--- config.mk ---
export PLATFORM = sky130hd
export DESIGN_NAME = ascii_hex_decoder
export DESIGN_NICKNAME = d
export VERILOG_FILES = /design/src/rtl/ascii_hex_decoder_pkg.sv /design/src/rtl/ascii_hex_classify.sv /design/src/rtl/ascii_hex_decoder.sv
export SDC_FILE = /design/constraint.sdc
export NUM_CORES = 1
export LEC_CHECK = 0
export ABC_AREA = 1
export CAP_MARGIN = 20
export CORE_MARGIN = 2
export CORE_UTILIZATION = 53
export CTS_CLUSTER_SIZE = 12
export DETAILED_ROUTE_END_ITERATION = 16
export HOLD_SLACK_MARGIN = 0.08
export PLACE_DENSITY_LB_ADDON = 0.3
export SYNTH_ARGS = -nofsm -noshare
export SYNTH_HDL_FRONTEND = slang
export SYNTH_SLANG_ARGS = --single-unit
export TNS_END_PERCENT = 5
--- constraint.sdc ---
create_clock -name clk -period 1.91 [get_ports clk]
set_input_delay 0.191 -clock clk [delete_from_list [all_inputs] [get_ports clk]]
set_output_delay 0.191 -clock clk [all_outputs]
set_load 0.1 [all_outputs]
--- src/rtl/ascii_hex_decoder_pkg.sv ---
// Shared definitions for the ASCII-hex decoder: FSM states and the ASCII
// character codes that bound the hex digit ranges and name the delimiters.
package ascii_hex_decoder_pkg;

    typedef enum logic [1:0] {
        IDLE  = 2'd0,
        ACCUM = 2'd1,
        HOLD  = 2'd2
    } state_t;

    localparam logic [7:0] CHAR_0     = 8'h30;
    localparam logic [7:0] CHAR_9     = 8'h39;
    localparam logic [7:0] CHAR_UA    = 8'h41;
    localparam logic [7:0] CHAR_UF    = 8'h46;
    localparam logic [7:0] CHAR_LA    = 8'h61;
    localparam logic [7:0] CHAR_LF    = 8'h66;

    localparam logic [7:0] CHAR_SPACE = 8'h20;
    localparam logic [7:0] CHAR_CR    = 8'h0D;
    localparam logic [7:0] CHAR_NL    = 8'h0A;
    localparam logic [7:0] CHAR_COMMA = 8'h2C;

endpackage

--- src/rtl/ascii_hex_classify.sv ---
// Combinational character classifier: tells whether an ASCII code is a hex
// digit (and its value) or one of the word delimiters.
module ascii_hex_classify
    import ascii_hex_decoder_pkg::*;
(
    input  logic [7:0] char,
    output logic       is_digit,
    output logic       is_delim,
    output logic [3:0] nibble
);

    // Map the character onto its class; lower-case letters decode like upper case.
    always_comb begin
        is_digit = 1'b0;
        is_delim = 1'b0;
        nibble   = 4'h0;
        if (char >= CHAR_0 && char <= CHAR_9) begin
            is_digit = 1'b1;
            nibble   = 4'(char - CHAR_0);
        end else if (char >= CHAR_UA && char <= CHAR_UF) begin
            is_digit = 1'b1;
            nibble   = 4'(char - CHAR_UA + 8'd10);
        end else if (char >= CHAR_LA && char <= CHAR_LF) begin
            is_digit = 1'b1;
            nibble   = 4'(char - CHAR_LA + 8'd10);
        end else if (char == CHAR_SPACE || char == CHAR_CR ||
                     char == CHAR_NL    || char == CHAR_COMMA) begin
            is_delim = 1'b1;
        end
    end

endmodule

--- src/rtl/ascii_hex_decoder.sv ---
// Streaming ASCII-hex to binary decoder. Hex digits are shifted in MSB-first;
// a full word or a delimiter after at least one digit presents the word on a
// valid/ready port, and an illegal character discards the partial word.
module ascii_hex_decoder
    import ascii_hex_decoder_pkg::*;
#(
    parameter  int NBR_OF_NIBBLES = 4,
    localparam int CNT_W          = $clog2(NBR_OF_NIBBLES + 1)
) (
    input  logic                        clk,
    input  logic                        reset_n,
    input  logic [7:0]                  char_in,
    input  logic                        char_valid,
    output logic                        char_ready,
    output logic [NBR_OF_NIBBLES*4-1:0] data_out,
    output logic [CNT_W-1:0]            data_nibbles,
    output logic                        data_valid,
    input  logic                        data_ready,
    output logic                        error
);

    localparam int               W         = NBR_OF_NIBBLES * 4;
    localparam logic [CNT_W-1:0] FULL_CNT  = CNT_W'(NBR_OF_NIBBLES);
    localparam logic [CNT_W-1:0] ONE_CNT   = CNT_W'(1);

    state_t           state, state_next;
    logic [W-1:0]     acc, acc_next, acc_shift;
    logic [CNT_W-1:0] count, count_next, count_inc;
    logic [W-1:0]     out_next;
    logic [CNT_W-1:0] nibbles_next;
    logic             valid_next, error_next;

    logic             is_digit, is_delim;
    logic [3:0]       nibble;
    logic             accept;

    ascii_hex_classify u_classify (
        .char     (char_in),
        .is_digit (is_digit),
        .is_delim (is_delim),
        .nibble   (nibble)
    );

    // Characters are refused only while a word waits on the output port.
    assign char_ready = (state != HOLD);
    assign accept     = char_valid && char_ready;
    assign acc_shift  = (acc << 4) | W'(nibble);
    assign count_inc  = count + ONE_CNT;

    // Next-state and next-output decisions for one accepted character or output handshake.
    always_comb begin
        state_next   = state;
        acc_next     = acc;
        count_next   = count;
        out_next     = data_out;
        nibbles_next = data_nibbles;
        valid_next   = data_valid;
        error_next   = 1'b0;
        case (state)
            HOLD: begin
                if (data_valid && data_ready) begin
                    valid_next = 1'b0;
                    acc_next   = '0;
                    count_next = '0;
                    state_next = IDLE;
                end
            end
            default: begin
                if (accept) begin
                    if (is_digit) begin
                        acc_next   = acc_shift;
                        count_next = count_inc;
                        if (count_inc == FULL_CNT) begin
                            out_next     = acc_shift;
                            nibbles_next = FULL_CNT;
                            valid_next   = 1'b1;
                            state_next   = HOLD;
                        end else begin
                            state_next = ACCUM;
                        end
                    end else if (is_delim) begin
                        if (count != '0) begin
                            out_next     = acc;
                            nibbles_next = count;
                            valid_next   = 1'b1;
                            state_next   = HOLD;
                        end
                    end else begin
                        error_next = 1'b1;
                        acc_next   = '0;
                        count_next = '0;
                        state_next = IDLE;
                    end
                end
            end
        endcase
    end

    // Register FSM state, accumulator and all outputs; reset drops any pending word.
    always_ff @(posedge clk or negedge reset_n) begin
        if (!reset_n) begin
            state        <= IDLE;
            acc          <= '0;
            count        <= '0;
            data_out     <= '0;
            data_nibbles <= '0;
            data_valid   <= 1'b0;
            error        <= 1'b0;
        end else begin
            state        <= state_next;
            acc          <= acc_next;
            count        <= count_next;
            data_out     <= out_next;
            data_nibbles <= nibbles_next;
            data_valid   <= valid_next;
            error        <= error_next;
        end
    end

endmodule

==> flow_summary_export.csv, run 1 <==
group,metric,value,unit
run_status,status,"completed",
drt,drc,0,
final_layout,diodes,0,
synth,synth_edf_count,0,
timing,fin_worst_skew,0.00517,ns
final_layout,fin_nets,337,
placement,port_buffers,33,
placement,preCtsSetupSlack,-0.209,ns
cts,cts_made_buffers,5,
timing,setup_tns,0,ns
synth,synth_warnings,0,
drt,first_iter_violations,152,
synth,synth_commonest_cells,"98 x nand2_1, 42 x dfrtp_1, 34 x inv_1, 19 x o21ai_0, 16 x o22ai_1",
drt,wl_met3,222,um
setup_path,cp-start-kind,"input pin",
drt,drt_pass1_iterations,4,
timing,worst_slack,0.133,ns
cts,cts-root-buf,"clkbuf_8",
setup_path,crit_fanout,19,
global_routing,grt_pass1_vias,1762,
min_path,worst_hold_path_type,"input pin to asynchronous set/reset pin",
global_routing,grt_pass1_wl,7790,um
power_and_ir_drop,pwr_density_cell,875,mW/mm^2
floorplan,rows,23,
timing,relSlewSlack,65.7,%
synth,ys_seq_area_share,48.3,%
drt,ant_nets,0,
synth,synthFlopType,"dfrtp_1",
setup_path,r2r_end,"data_out[8]",
floorplan,die_w,68.1,um
timing,max_freq,0.563,GHz
timing,finalCritPeriodShare,93.0,%
cts,clock_path_buffers,2,
global_routing,grt-ovfl-total,0,
synth,synthArstFlopShare,100,%
synth,synthTopCellsByArea,"dfrtp_1 48%, nand2_1 17%, inv_1 5.9%, o22ai_1 4.6%, o21ai_0 4.4%",
global_routing,grt_util_all_layers,22.6,%
synth,netlist_instances,266,
placement,hpwlAfterDp,3350,um
final_layout,drive_gt1_share,21.7,%
drt,vias_per_cell,5.01,
floorplan,initial_core_util,54.8,%
cts,htreeDepth,2,
timing,setup_violations,0,
cts,cts_tree,"built",
setup_path,r2r_slack,0.37,ns
synth,syn_nets,285,
placement,place.gp.congestion,0.859,
timing,hold_viol_final,0,
drt,met2_length,2150,um
synth,synth.top_cell.area_share,48.3,%
power_and_ir_drop,total_power,2410,uW
cts,clock_latency,0.29,ns
global_routing,antenna_found_initial,0,
timing,tightest_slew,0.514,ns
synth,yosysTopAreaCell,"dfrtp_1",
floorplan,ios,34,
final_layout,syn_to_final_growth,26.9,%
power_and_ir_drop,vdd_ir_drop_max,0.000616,V
final_layout,num-fill-cells,329,
setup_path,crit_type,"input pin to flip-flop",
power_and_ir_drop,p_leak,0.00145,uW
synth,synthesis.area,0.00218,sq mm
floorplan,fp.dieH,68.1,um
synth,yosysMostFrequentCell,"nand2_1",
setup_path,reg2regPathDepth,9,
synth,yosysUniqueCellTypes,29,
drt,drt-met1-wl,2160,um
drt,routed_wl,4630,um
synth,syn_avg_cell_area,8.18,sq um
floorplan,core-area,0.00397,sq mm
drt,topRoutingLayerUsed,"met4",
setup_path,cp.required,2.15,ns
synth,ys_ff_latch,42,
global_routing,grt_max_degree,43,
cts,clk_pin_slew,0.08,ns
setup_path,cp-end-kind,"flip-flop",
setup_path,cp_data_arrival_time,2.02,ns
drt,wl_per_cell,12.6,um
timing,rsz0062_at_grt,"false",
setup_path,r2r_start,"count[0]",
timing,finalMaxSlewViolations,0,
job,maxCapViolCount,0,
timing,period_needed,1.78,ns
floorplan,die_area,0.00463,sq mm
final_layout,utilization,69.5,%
cts,cts.sinks,42,
drt,num_vias,1844,
state kept, by name, summed over array words and instances (netlist names):
| register | count |
|---|---|
| acc | 16 |
| count | 3 |
| data_nibbles | 3 |
| data_out | 16 |
| data_valid | 1 |
| error | 1 |
| state | 2 |
per-stage QoR:
stage	std cells	hold WS, ns	instance area [sq um]
finish	368	0.482	2760
detailed placement	360	0.287	2640
global route	368	0.510	2760
global placement	360	0.278	2640
CTS	368	0.487	2760
floorplan	266	-0.105	2180
cell families (layout without fill, tap and decap cells):
| logic type | Yosys count | count (layout) | share of synthesized area [%] |
|---|---|---|---|
| buffers and inverters | 46 | 98 | 9.03 |
| and+or+nand+nor | 131 | 131 | 28.1 |
| adders and majority gates | 7 | 7 | 4.03 |
| AOI/OAI and AO/OA | 40 | 40 | 10.5 |
| DFF | 42 | 42 | 48.3 |
area by class of cell:
class                           count  area [sq um]  share of cell area (%)
Sequential cell                    42          1050                    38.1
Multi-Input combinational cell    178           928                    33.6
Timing Repair Buffer               53           460                    16.7
Inverter                           38           145                    5.26
Clock buffer                        6          82.6                    2.99
Tap cell                           50          62.6                    2.27
Clock inverter                      1          30.0                    1.09
cell usage in the layout (no fill, tap or decap):
cell / n
nand2_1: 98
dfrtp_1: 42
buf_4: 38
inv_1: 34
o21ai_0: 18
o22ai_1: 16
clkdlybuf4s50_1: 10
nand3_1: 8
nor2_1: 7
ha_1: 7
clkbuf_8: 6
nand2_2: 4
inv_2: 3
nand2_4: 3
buf_12: 3
nor2_2: 2
a21oi_1: 2
nand3b_1: 1
nand3_4: 1
o21ai_2: 1
or2_4: 1
nor2_4: 1
nand2_8: 1
inv_4: 1
nor3_1: 1
nand4_1: 1
o21bai_1: 1
nor2_8: 1
nand3_2: 1
o211ai_1: 1
o21ai_1: 1
bufinv_16: 1
dlygate4sd3_1: 1
buf_2: 1
what timing repair did:
item / in CTS / in global routing
setup buffers: 0 / 0
hold buffers: 1 / 0
hold endpoints to repair: 42 / 0
resized for setup: 0 / 1
endpoints found under the setup margin: 0 / 3
worst max path at each step:
stage | from | endpoint | cells past startpoint
detailed placement | char_in[1] | data_out[2] | 11
global placement | char_in[0] | data_out[3] | 12
global route | char_in[0] | data_out[8] | 13
finish | char_in[0] | data_out[8] | 12
CTS | char_in[1] | data_out[2] | 11
floorplan | data_valid | count[2] | 6
per-layer routing:
| metal | global-route usage (%) | up-vias |
|---|---|---|
| li1 | - | 940 |
| met1 | 29.0 | 845 |
| met2 | 37.4 | 47 |
| met3 | 5.43 | 12 |
| met4 | 8.00 | 0 |
| met5 | 0 | - |
power by group:
part,switching (uW),internal [uW],leakage [uW]
Clock,292,418,0.0000573
Sequential,32.2,948,0.000574
Combinational,550,174,0.000820
critical path, stage by stage:
cell and delay, ns:
clkdlybuf4s50_1 0.51, inv_1 0.07, ha_1 0.23, nand3b_1 0.17
nand3_4 0.12, nand2_8 0.11, inv_4 0.04, nand2_4 0.05
inv_2 0.06, nor2_8 0.26, nand2_1 0.11, nand2_1 0.07
Power figures use the tool's default switching activity.
==> inputs of run 2 (changes only) <==
--- a/config.mk
+++ b/config.mk
@@ -6,9 +6,8 @@
 export NUM_CORES = 1
 export LEC_CHECK = 0
 export ABC_AREA = 1
-export CAP_MARGIN = 20
 export CORE_MARGIN = 2
-export CORE_UTILIZATION = 53
+export CORE_UTILIZATION = 57
 export CTS_CLUSTER_SIZE = 12
 export DETAILED_ROUTE_END_ITERATION = 16
 export HOLD_SLACK_MARGIN = 0.08
==> constraint.sdc (replaced) <==
create_clock -name clk -period 2.1 [get_ports clk]
set_input_delay 0.21 -clock clk [delete_from_list [all_inputs] [get_ports clk]]
set_output_delay 0.21 -clock clk [all_outputs]
set_load 0.1 [all_outputs]
==> flow_summary_export.csv, run 2 (synthesis gave the netlist of run 1 again) <==
group,metric,value,unit
run_status,status,"completed",
setup_path,cp_data_arrival_time,2.06,ns
setup_path,cp.required,2.34,ns
cts,htreeDepth,2,
power_and_ir_drop,pwr_density_cell,801,mW/mm^2
floorplan,rows,22,
timing,finalMaxSlewViolations,0,
timing,setup_violations,0,
global_routing,grt_max_degree,24,
job,maxCapViolCount,0,
global_routing,grt-ovfl-total,0,
setup_path,critPathBufInv,2,
floorplan,fp.dieH,65.8,um
drt,drt_pass1_iterations,4,
timing,period_needed,1.82,ns
global_routing,grt_pass1_vias,1847,
drt,wl_per_cell,12.1,um
final_layout,fin_nets,335,
final_layout,diodes,0,
setup_path,crit_fanout,19,
cts,clk_pin_slew,0.08,ns
timing,finalCritPeriodShare,86.6,%
setup_path,cp_slowest_cell,"clkdlybuf4s50_1",
final_layout,stdcell_area,0.00273,sq mm
floorplan,die_w,65.8,um
final_layout,utilization,74.6,%
setup_path,path_cells,"clkdlybuf4s50_1, inv_1, ha_1, o21ai_2, nand2_2, nand2_4, nand2_8, nand2_4, nand2_2, nor2_8, nand2_1, nand2_1",
setup_path,r2r_slack,0.58,ns
cts,cts_resized,0,
timing,hold_viol_final,0,
drt,routed_wl,4430,um
setup_path,critPathMaxStageDelay,0.50,ns
placement,dpl-instance-area,0.00261,sq mm
global_routing,grt_util_all_layers,24.6,%
floorplan,ios,34,
floorplan,initial_core_util,59.4,%
drt,first_iter_violations,144,
drt,ant_nets,0,
setup_path,cp-end-kind,"flip-flop",
timing,relSlewSlack,66.7,%
min_path,worst_hold_path_type,"input pin to asynchronous set/reset pin",
setup_path,cp-start-kind,"input pin",
placement,hpwlAfterDp,3240,um
final_layout,layout_commonest_cell,"nand2_1",
global_routing,antenna_found_initial,0,
cts,cts.sinks,42,
placement,place.gp.congestion,0.851,
cts,cts_made_buffers,5,
power_and_ir_drop,p_leak,0.00144,uW
timing,fin_worst_skew,0.00725,ns
timing,tightest_slew,0.500,ns
final_layout,largest_registers,"acc x16, data_out x16",
timing,rsz0062_at_grt,"false",
cts,cts_tree,"built",
final_layout,syn_to_final_growth,25.5,%
cts,clock_path_buffers,2,
setup_path,cpLargestDelayFamily,"simple AND/OR/NAND/NOR gates",
cts,cts-root-buf,"clkbuf_8",
placement,port_buffers,33,
floorplan,core-area,0.00366,sq mm
power_and_ir_drop,vdd_ir_drop_max,0.000719,V
cts,clock_latency,0.30,ns
drt,drc,0,
drt,vias_per_cell,5.02,
drt,num_vias,1831,
global_routing,grt_pass1_wl,8020,um
final_layout,num-fill-cells,271,
final_layout,drive_gt1_share,21.5,%
timing,max_freq,0.550,GHz
setup_path,crit_type,"input pin to flip-flop",
final_layout,layout_common_cells,"98 x nand2_1, 42 x dfrtp_1, 37 x buf_4",
floorplan,die_area,0.00433,sq mm
==> run 2: cell count changes in the layout (fill, tap and decap cells not counted) <==
cell,previous run,this run
o21ai_1,1,0
o21ai_0,18,19
buf_4,38,37
clkinv_2,0,1
inv_6,0,1
buf_12,3,2
clkbuf_8,6,5
==> run 2: report_power, final <==
group / leakage [uW] / internal [uW] / switching [uW]
sequential: 0.000574 / 862 / 28.8
combinational: 0.000805 / 154 / 496
clock: 0.0000585 / 356 / 289
==> run 2: stage by stage <==
stage	std cells	power, uW	setup WS, ns	hold WS [ns]	TNS, ns
2_1_floorplan	266	1380	0.202	-0.0856	0
3_3_place_gp	356	1550	0.0413	0.208	0
3_5_place_dp	356	1560	-0.0445	0.210	-0.282
4_1_cts	365	2200	0.267	0.417	0
5_1_grt	365	2280	0.118	0.454	0
6_report	365	2190	0.281	0.396	0
==> run 2: timing repair <==
action                                  CTS  global route
hold buffers                              1             0
buffers inserted                          0             0
endpoints found under the setup margin    0             0
endpoints found under the hold margin    21             0
==> run 2: per-layer routing <==
metal | share of wire (%) | vias up | track usage [%] | routed length [um]
met4 | 1.6 | 0 | 10.2 | 70
met5 | 0 | - | 0 | 0
met2 | 47 | 41 | 39.3 | 2060
li1 | - | 932 | - | -
met1 | 47 | 852 | 31.6 | 2060
met3 | 5.2 | 6 | 6.64 | 231
==> run 2: worst paths after layout <==
kind,from,depth (start not counted),endpoint
hold reg to reg,data_out[9],2,data_out[9]
max in group asynchronous,reset_n,3,data_out[3]
min in group clk,data_out[9],2,data_out[9]
setup / recovery,char_in[0],12,data_out[3]
hold / removal,reset_n,2,state[1]
setup reg to reg,state[1],7,data_out[3]
==> run 2: cell type report <==
type                       count  area, sq um  share of cell area, %
clock buffer                   5         68.8                   2.52
timing repair buffer          51          433                   15.9
multi-input combinational    178          928                   34.0
clock inverter                 3         43.8                   1.60
tap                           48         60.1                   2.20
inverter                      38          145                   5.32
sequential                    42         1050                   38.5
==> inputs of run 3 (changes only) <==
--- a/config.mk
+++ b/config.mk
@@ -6,6 +6,7 @@
 export NUM_CORES = 1
 export LEC_CHECK = 0
 export ABC_AREA = 1
+export CAP_MARGIN = 25
 export CORE_MARGIN = 2
 export CORE_UTILIZATION = 57
 export CTS_CLUSTER_SIZE = 12
==> results of run 3 <==
No change in the layout: final DEF, timing and power equal those of run 2.
